$ cat src/rtl/issue_select_multi.sv
// Multi-issue select stage between the reservation-station array and the
// execute units.
//
// Each cycle the stations are scanned in round-robin order starting at
// rr_ptr. Each eligible station (busy, both source tags zero) is handed to
// the next free issue port, in ascending port order. Every port has a
// registered slot with a valid/ready handshake. rs_grant tells the RS array
// which stations issued, so it can free them at the same edge.
//
// Ports:
//   clk, reset        clock; asynchronous active-high reset
//   rs_*              flattened per-station fields from the RS array
//   rs_grant          combinational, one bit per station issued this cycle
//   iss_valid/ready   per-port handshake
//   iss_src_a/src_b   operands (src_b is the immediate when alusrc is set)
//   iss_data          store data (value_2 when memwr is set, else 0)
//   iss_ctrl/rs_id/tag copied from the station
//
// Optional build macro ISSUE_PERF_EN adds the perf_issued and perf_stall
// saturating counters.
module issue_select_multi #(
   parameter int RS_DEPTH    = 8,
   parameter int ISSUE_WIDTH = 2,
   parameter int DATA_W      = 32,
   parameter int TAG_W       = 6,
   parameter int ID_W        = 5,
   parameter int CTRL_W      = 16,
   parameter int ALUSRC_BIT  = 0,
   parameter int MEMWR_BIT   = 1
) (
   input  logic                          clk,
   input  logic                          reset,
   input  logic [RS_DEPTH-1:0]           rs_busy,
   input  logic [RS_DEPTH*TAG_W-1:0]     rs_tag_1,
   input  logic [RS_DEPTH*TAG_W-1:0]     rs_tag_2,
   input  logic [RS_DEPTH*DATA_W-1:0]    rs_value_1,
   input  logic [RS_DEPTH*DATA_W-1:0]    rs_value_2,
   input  logic [RS_DEPTH*DATA_W-1:0]    rs_imm,
   input  logic [RS_DEPTH*CTRL_W-1:0]    rs_ctrl,
   input  logic [RS_DEPTH*ID_W-1:0]      rs_id,
   input  logic [RS_DEPTH*TAG_W-1:0]     rs_dest_tag,
   output logic [RS_DEPTH-1:0]           rs_grant,
   output logic [ISSUE_WIDTH-1:0]        iss_valid,
   input  logic [ISSUE_WIDTH-1:0]        iss_ready,
   output logic [ISSUE_WIDTH*DATA_W-1:0] iss_src_a,
   output logic [ISSUE_WIDTH*DATA_W-1:0] iss_src_b,
   output logic [ISSUE_WIDTH*DATA_W-1:0] iss_data,
   output logic [ISSUE_WIDTH*CTRL_W-1:0] iss_ctrl,
   output logic [ISSUE_WIDTH*ID_W-1:0]   iss_rs_id,
   output logic [ISSUE_WIDTH*TAG_W-1:0]  iss_tag
`ifdef ISSUE_PERF_EN
   ,
   output logic [31:0]                   perf_issued,
   output logic [31:0]                   perf_stall
`endif
);

   localparam int PTR_W = $clog2(RS_DEPTH);

   logic [PTR_W-1:0]       rr_ptr;
   logic [RS_DEPTH-1:0]    eligible;
   logic [ISSUE_WIDTH-1:0] port_free;
   logic [ISSUE_WIDTH-1:0] sel_valid;
   logic [PTR_W-1:0]       sel_idx [ISSUE_WIDTH];
   logic [PTR_W-1:0]       last_idx;
   logic [PTR_W-1:0]       idx;
   logic                   placed;
   logic                   any_grant;
   logic [RS_DEPTH-1:0]    grant;

   logic [DATA_W-1:0]      ld_a    [ISSUE_WIDTH];
   logic [DATA_W-1:0]      ld_b    [ISSUE_WIDTH];
   logic [DATA_W-1:0]      ld_data [ISSUE_WIDTH];
   logic [CTRL_W-1:0]      ld_ctrl [ISSUE_WIDTH];
   logic [ID_W-1:0]        ld_id   [ISSUE_WIDTH];
   logic [TAG_W-1:0]       ld_tag  [ISSUE_WIDTH];

   always_comb begin
      for (int i = 0; i < RS_DEPTH; i++)
         eligible[i] = rs_busy[i] && (rs_tag_1[i*TAG_W +: TAG_W] == '0)
                                  && (rs_tag_2[i*TAG_W +: TAG_W] == '0);
   end

   assign port_free = ~iss_valid | iss_ready;

   // Walk stations in round-robin order; each eligible station takes the
   // lowest-numbered free port not yet filled. RS_DEPTH is a power of two,
   // so the PTR_W-bit add wraps modulo RS_DEPTH.
   always_comb begin
      grant     = '0;
      sel_valid = '0;
      last_idx  = rr_ptr;
      any_grant = 1'b0;
      idx       = '0;
      placed    = 1'b0;
      for (int p = 0; p < ISSUE_WIDTH; p++)
         sel_idx[p] = '0;
      for (int k = 0; k < RS_DEPTH; k++) begin
         idx    = rr_ptr + PTR_W'(k);
         placed = 1'b0;
         if (eligible[idx]) begin
            for (int p = 0; p < ISSUE_WIDTH; p++) begin
               if (!placed && port_free[p] && !sel_valid[p]) begin
                  sel_valid[p] = 1'b1;
                  sel_idx[p]   = idx;
                  placed       = 1'b1;
               end
            end
            if (placed) begin
               grant[idx] = 1'b1;
               last_idx   = idx;
               any_grant  = 1'b1;
            end
         end
      end
   end

   assign rs_grant = reset ? '0 : grant;

   always_comb begin
      for (int p = 0; p < ISSUE_WIDTH; p++) begin
         ld_ctrl[p] = rs_ctrl[int'(sel_idx[p])*CTRL_W +: CTRL_W];
         ld_id[p]   = rs_id[int'(sel_idx[p])*ID_W +: ID_W];
         ld_tag[p]  = rs_dest_tag[int'(sel_idx[p])*TAG_W +: TAG_W];
         ld_a[p]    = rs_value_1[int'(sel_idx[p])*DATA_W +: DATA_W];
         ld_b[p]    = ld_ctrl[p][ALUSRC_BIT] ? rs_imm[int'(sel_idx[p])*DATA_W +: DATA_W]
                                             : rs_value_2[int'(sel_idx[p])*DATA_W +: DATA_W];
         ld_data[p] = ld_ctrl[p][MEMWR_BIT] ? rs_value_2[int'(sel_idx[p])*DATA_W +: DATA_W]
                                            : '0;
      end
   end

   // A free port without a new entry only drops valid; payload is left as-is.
   always_ff @(posedge clk or posedge reset) begin
      if (reset) begin
         rr_ptr    <= '0;
         iss_valid <= '0;
         iss_src_a <= '0;
         iss_src_b <= '0;
         iss_data  <= '0;
         iss_ctrl  <= '0;
         iss_rs_id <= '0;
         iss_tag   <= '0;
      end else begin
         for (int p = 0; p < ISSUE_WIDTH; p++) begin
            if (port_free[p]) begin
               iss_valid[p] <= sel_valid[p];
               if (sel_valid[p]) begin
                  iss_src_a[p*DATA_W +: DATA_W] <= ld_a[p];
                  iss_src_b[p*DATA_W +: DATA_W] <= ld_b[p];
                  iss_data[p*DATA_W +: DATA_W]  <= ld_data[p];
                  iss_ctrl[p*CTRL_W +: CTRL_W]  <= ld_ctrl[p];
                  iss_rs_id[p*ID_W +: ID_W]     <= ld_id[p];
                  iss_tag[p*TAG_W +: TAG_W]     <= ld_tag[p];
               end
            end
         end
         if (any_grant)
            rr_ptr <= last_idx + PTR_W'(1);
      end
   end

`ifdef ISSUE_PERF_EN
   logic [2:0]  grant_cnt;
   logic [32:0] issued_sum;

   always_comb begin
      grant_cnt = '0;
      for (int i = 0; i < RS_DEPTH; i++)
         grant_cnt = grant_cnt + 3'(grant[i]);
      issued_sum = {1'b0, perf_issued} + 33'(grant_cnt);
   end

   always_ff @(posedge clk or posedge reset) begin
      if (reset) begin
         perf_issued <= '0;
         perf_stall  <= '0;
      end else begin
         perf_issued <= issued_sum[32] ? '1 : issued_sum[31:0];
         if ((|eligible) && !(|port_free) && (perf_stall != '1))
            perf_stall <= perf_stall + 32'd1;
      end
   end
`endif

endmodule

$ cat config.mk
export PLATFORM = sky130hd
export DESIGN_NAME = issue_select_multi
export DESIGN_NICKNAME = d
export VERILOG_FILES = /design/src/rtl/issue_select_multi.sv
export SDC_FILE = /design/constraint.sdc
export NUM_CORES = 2
export LEC_CHECK = 0
export CORE_AREA = 2 2 523 525
export CTS_CLUSTER_SIZE = 10
export DETAILED_ROUTE_END_ITERATION = 10
export DIE_AREA = 0 0 525 527
export SETUP_SLACK_MARGIN = 0.5
export SLEW_MARGIN = 20
export SYNTH_ARGS = -nofsm -noshare
export SYNTH_HDL_FRONTEND = slang
export SYNTH_SLANG_ARGS = --single-unit
$ cat constraint.sdc
create_clock -name clk -period 8.3 [get_ports clk]
set_input_delay 0.83 -clock clk [delete_from_list [all_inputs] [get_ports clk]]
set_output_delay 0.83 -clock clk [all_outputs]
set_load 0.05 [all_outputs]
==> results by group <==
Routing
  – ANT nets after route: 0
  – Post-route DRC: 0
  – Final WL: 282.0 mm
  – First-pass DRT Iterations: 6
  – Detailed Route Iter0 Violations: 4400
  – Post-DR wirelength/cell: 28.59 um
  – Via Count: 45570
  – Via density: 4.619

CTS
  – CTS Root Cell: clkbuf_16
  – Max clock buf depth: 3
  – Htree depth: 2
  – CTS sink count: 251
  – CTS tree: yes
  – Hold-fix buffers at CTS: 0
  – Clk pin slew, worst setup/hold paths: 0.06 ns
  – Worst-Skew Late Latency: 0.65 ns
  – Post-CTS Resized: 0
  – Post-CTS Setup Bufs: 0
  – CTS buffer count: 40

GRT
  – First-pass GRT wire length: 372.7 mm
  – Pin count of the biggest net entering global routing: 105
  – M2 GR Usage: 0.3227
  – M1 GR Usage: 0.2196
  – GR Util met3: 0.05187
  – GR peak layer: met2
  – Number of global-route vias before repair: 42560
  – GRT overflow: 0
  – Initial antenna violation count: 143
  – GR Util All Layers: 0.1932

Worst setup path
  – RR Startpoint: rr_ptr[1]
  – CP peak stage delay: 0.62 ns
  – Critical Path AT: 6.27 ns
  – CP max-delay cell: nor4b_1
  – Most frequent CP cell: buf_4
  – Crit path max-delay family: compound AO/OA/AOI/OAI gates
  – Cell count along the critical path: 16
  – Flop-to-flop setup slack: 1.61 ns
  – Crit path required time: 7.47 ns
  – Length in cells of the worst reg-to-reg path: 19
  – CP Class: register to output pin
  – RR Endpoint: iss_data[45]
  – Startpoint type of the worst setup path: register
  – Critical Path Fanout Max: 36
  – Buf/Inv on CP: 3
  – CP Capture Type: output pin
  – Cells along the critical path: buf_4 -> nor4b_1 -> nand4_1 -> a21boi_1 -> nor4_4 -> nand2_1 -> buf_4 -> a311oi_2 -> o21ai_2 -> nor2_1 -> o21ai_1 -> o21ai_0 -> mux2_2 -> a21oi_1 -> nor2_1 -> buf_4

Floorplan
  – Full die area: 0.2767 sq mm
  – Die span in x: 525 um
  – Die Y: 527 um
  – Initial core utilization: 0.1279
  – Top Ports: 1348
  – Core ar.: 0.2717 sq mm
  – Row count: 192

Logic synthesis
  – Async S/R FF share, synth: 1.000
  – Sequential fraction of the synthesis area: 0.1808
  – Post-synth top flop: dfrtp_1
  – Netlist cell types: 112
  – Mean Syn Cell Area: 7.009 sq um
  – Post-synth EDFFs: 0
  – Syn Inst Count: 4956
  – Post-Syn Nets: 6055
  – Synth Warn #: 0
  – Yosys reg bits: 251
  – Mapped Area: 0.03474 sq mm

Pwr
  – Maximum vdd drop: 0.2460 mV
  – PD cells: 330.4 mW/mm^2
  – Pleak: 24.74 nW

Placed design
  – Number of I/O port buffers: 1347
  – DP HPWL: 229.7 mm
  – Area post-placement: 0.05335 sq mm
  – Placer Congestion: 0.9792

Timing
  – Final Hold Fails: 0
  – Final setup TNS: 0 ns
  – Final setup violation count: 0
  – Fin crit period: 7.103 ns
  – Max-slew violation count: 0
  – Final worst path period share: 0.8557
  – RSZ-0062 raised after global routing: false
  – F_max: 140.8 MHz
  – Slew headroom: 0.1776
  – Skew final: 0.03779 ns
  – Worst-margin pin slew: 1.221 ns

Run
  – Number of max-cap violations: 0

Status
  – Outcome: finished, final reports clean

Worst hold path
  – Worst Hold Launch: iss_src_a[55]
  – Worst Hold Class: register to register
  – Endpoint, Worst Hold: iss_src_a[55]
  – Depth of the worst hold-timing path: 2

Finish
  – Final Net Count: 7256
  – Area Overhead vs Synth: 58.12%
  – Share of cells above drive strength 1: 0.1004
  – Fin area: 0.05493 sq mm
  – # fillers: 30570
  – Final Util: 0.2022
==> Yosys cell counts, drive strengths merged (7+ instances only) <==
library cell  count  area [sq um]
a21bo            32         320.3
o22ai            80         506.7
nor2b             7         43.79
o32ai             8         88.84
inv              14         52.55
a311oi            8         76.32
dfrtp           251          6281
and4             11         98.84
nor2            254         958.4
nor3             41         237.7
nand2b           10         62.56
nor4b            13         147.6
mux2            220          2477
mux2i           668          6703
a31oi            72         456.7
nor4             32         271.5
nand4            35         219.0
or2              11         68.82
o211ai           13         102.6
o2111ai          28         245.2
nand3           228          1151
o21a             41         307.8
o21ai           493          2490
a21oi           348          1749
ha                7         87.58
a211oi           48         375.4
a21boi           10         75.07
nand2          1228          4612
o221ai           12         111.4
o31ai             8         75.08
xnor2             7         76.32
and2             13         81.33
buf             219          1237
a21o              8         60.06
and3            156         975.9
clkbuf          218         818.3
==> area by class of cell <==
type | instances | area (sq um) | share of cell area
diodes | 90 | 225.2 | 0.004100
clock buffers | 54 | 1104 | 0.02009
clock inverters | 18 | 246.5 | 0.004487
inverters | 14 | 56.30 | 0.001025
multi-input cells | 4254 | 26570 | 0.4837
flip-flops and latches | 251 | 6285 | 0.1144
well taps | 3589 | 4491 | 0.08175
repair buffers | 1596 | 15950 | 0.2904
==> metal layers <==
metal	vias up	wire length (um)
met5	-	432
met4	68	18730
met3	563	25030
met2	2560	132700
met1	21970	105200
li1	20410	-
==> stage by stage <==
step                total power, mW  hold slack, ns  instances  setup WS [ns]
CTS                           18.31          0.4790       9776          1.186
floorplan                     9.840          0.7398       4956          1.934
finish                        18.15          0.4731       9866          1.197
global route                  19.05          0.4956       9837         0.8266
detailed placement            16.34          0.4665       9704          1.164
global placement              16.32          0.4599       9704          1.270
==> worst reg2reg max path, stage by stage, from the launching register on <==
cell	delay (ns)
dfrtp_1	0.55
buf_4	0.54
nor4b_1	0.65
nand4_1	0.41
a21boi_1	0.38
nor4_4	0.14
nand2_1	0.14
buf_4	0.20
a311oi_2	0.15
o21ai_2	0.57
buf_4	0.25
a21o_1	0.24
a21oi_1	0.10
a21oi_1	0.41
a21oi_4	0.10
buf_12	0.20
a211oi_1	0.47
a21oi_1	0.08
or2_2	0.66
o21ai_1	0.34
==> sequential cells by signal, summed over array words and instances, names as in the netlist <==
name	count
iss_rs_id	10
iss_tag	12
iss_src_a	64
iss_valid	2
iss_data	64
rr_ptr	3
iss_ctrl	32
iss_src_b	64
==> power by group <==
part / switching, mW / internal (mW) / total, mW
sequential: 0.358 / 1.74 / 2.10
clock: 0.805 / 1.07 / 1.87
combinational: 9.43 / 4.75 / 14.2
==> logic make-up after synthesis <==
family	synth area share
AND/OR/NAND/NOR	0.2621
AO/OA/AOI/OAI	0.2234
multiplexers	0.2662
buffers and inverters	0.06069
flip-flops	0.1808
XOR/XNOR	0.003386
adder cells (fa/ha/maj)	0.003386
==> cells in the final DEF, fill, tap and decap left out, types with 8 or more instances in the layout <==
| cell | Yosys | layout |
|---|---|---|
| nand3_1 | 226 | 225 |
| o22ai_1 | 79 | 79 |
| a31oi_1 | 71 | 71 |
| nor3_1 | 37 | 35 |
| nor4_2 | 9 | 9 |
| clkbuf_1 | 218 | 9 |
| buf_4 | 29 | 209 |
| nor2_1 | 252 | 250 |
| nor4_1 | 22 | 22 |
| nand2b_1 | 10 | 8 |
| clkdlybuf4s50_1 | 0 | 1337 |
| a211oi_1 | 45 | 45 |
| dfrtp_1 | 251 | 250 |
| mux2_2 | 166 | 166 |
| and4_1 | 10 | 10 |
| o221ai_1 | 11 | 11 |
| a21oi_1 | 346 | 345 |
| mux2_1 | 54 | 54 |
| and2_1 | 13 | 11 |
| clkbuf_16 | 0 | 40 |
| o21ai_1 | 179 | 183 |
| o211ai_1 | 12 | 12 |
| a21bo_2 | 32 | 32 |
| nand2_1 | 1227 | 1223 |
| o21ai_0 | 310 | 305 |
| nand4_1 | 35 | 35 |
| diode_2 | 0 | 90 |
| o21a_1 | 41 | 41 |
| o2111ai_1 | 28 | 28 |
| and3_1 | 156 | 154 |
| nor4b_1 | 9 | 9 |
| buf_12 | 0 | 50 |
| inv_1 | 11 | 10 |
| mux2i_1 | 666 | 666 |
==> worst max-delay path by stage <==
stage                 startpoint  slack [ns]      endpoint
floorplan                  reset        1.93   rs_grant[1]
global placement    rs_tag_1[12]        1.27  iss_data[58]
detailed placement  rs_tag_1[12]        1.16  iss_data[58]
CTS                    rr_ptr[1]        1.19   rs_grant[7]
global route           rr_ptr[0]        0.83   rs_grant[2]
finish                 rr_ptr[1]        1.20   rs_grant[7]
(Power assumes the default switching activity.)
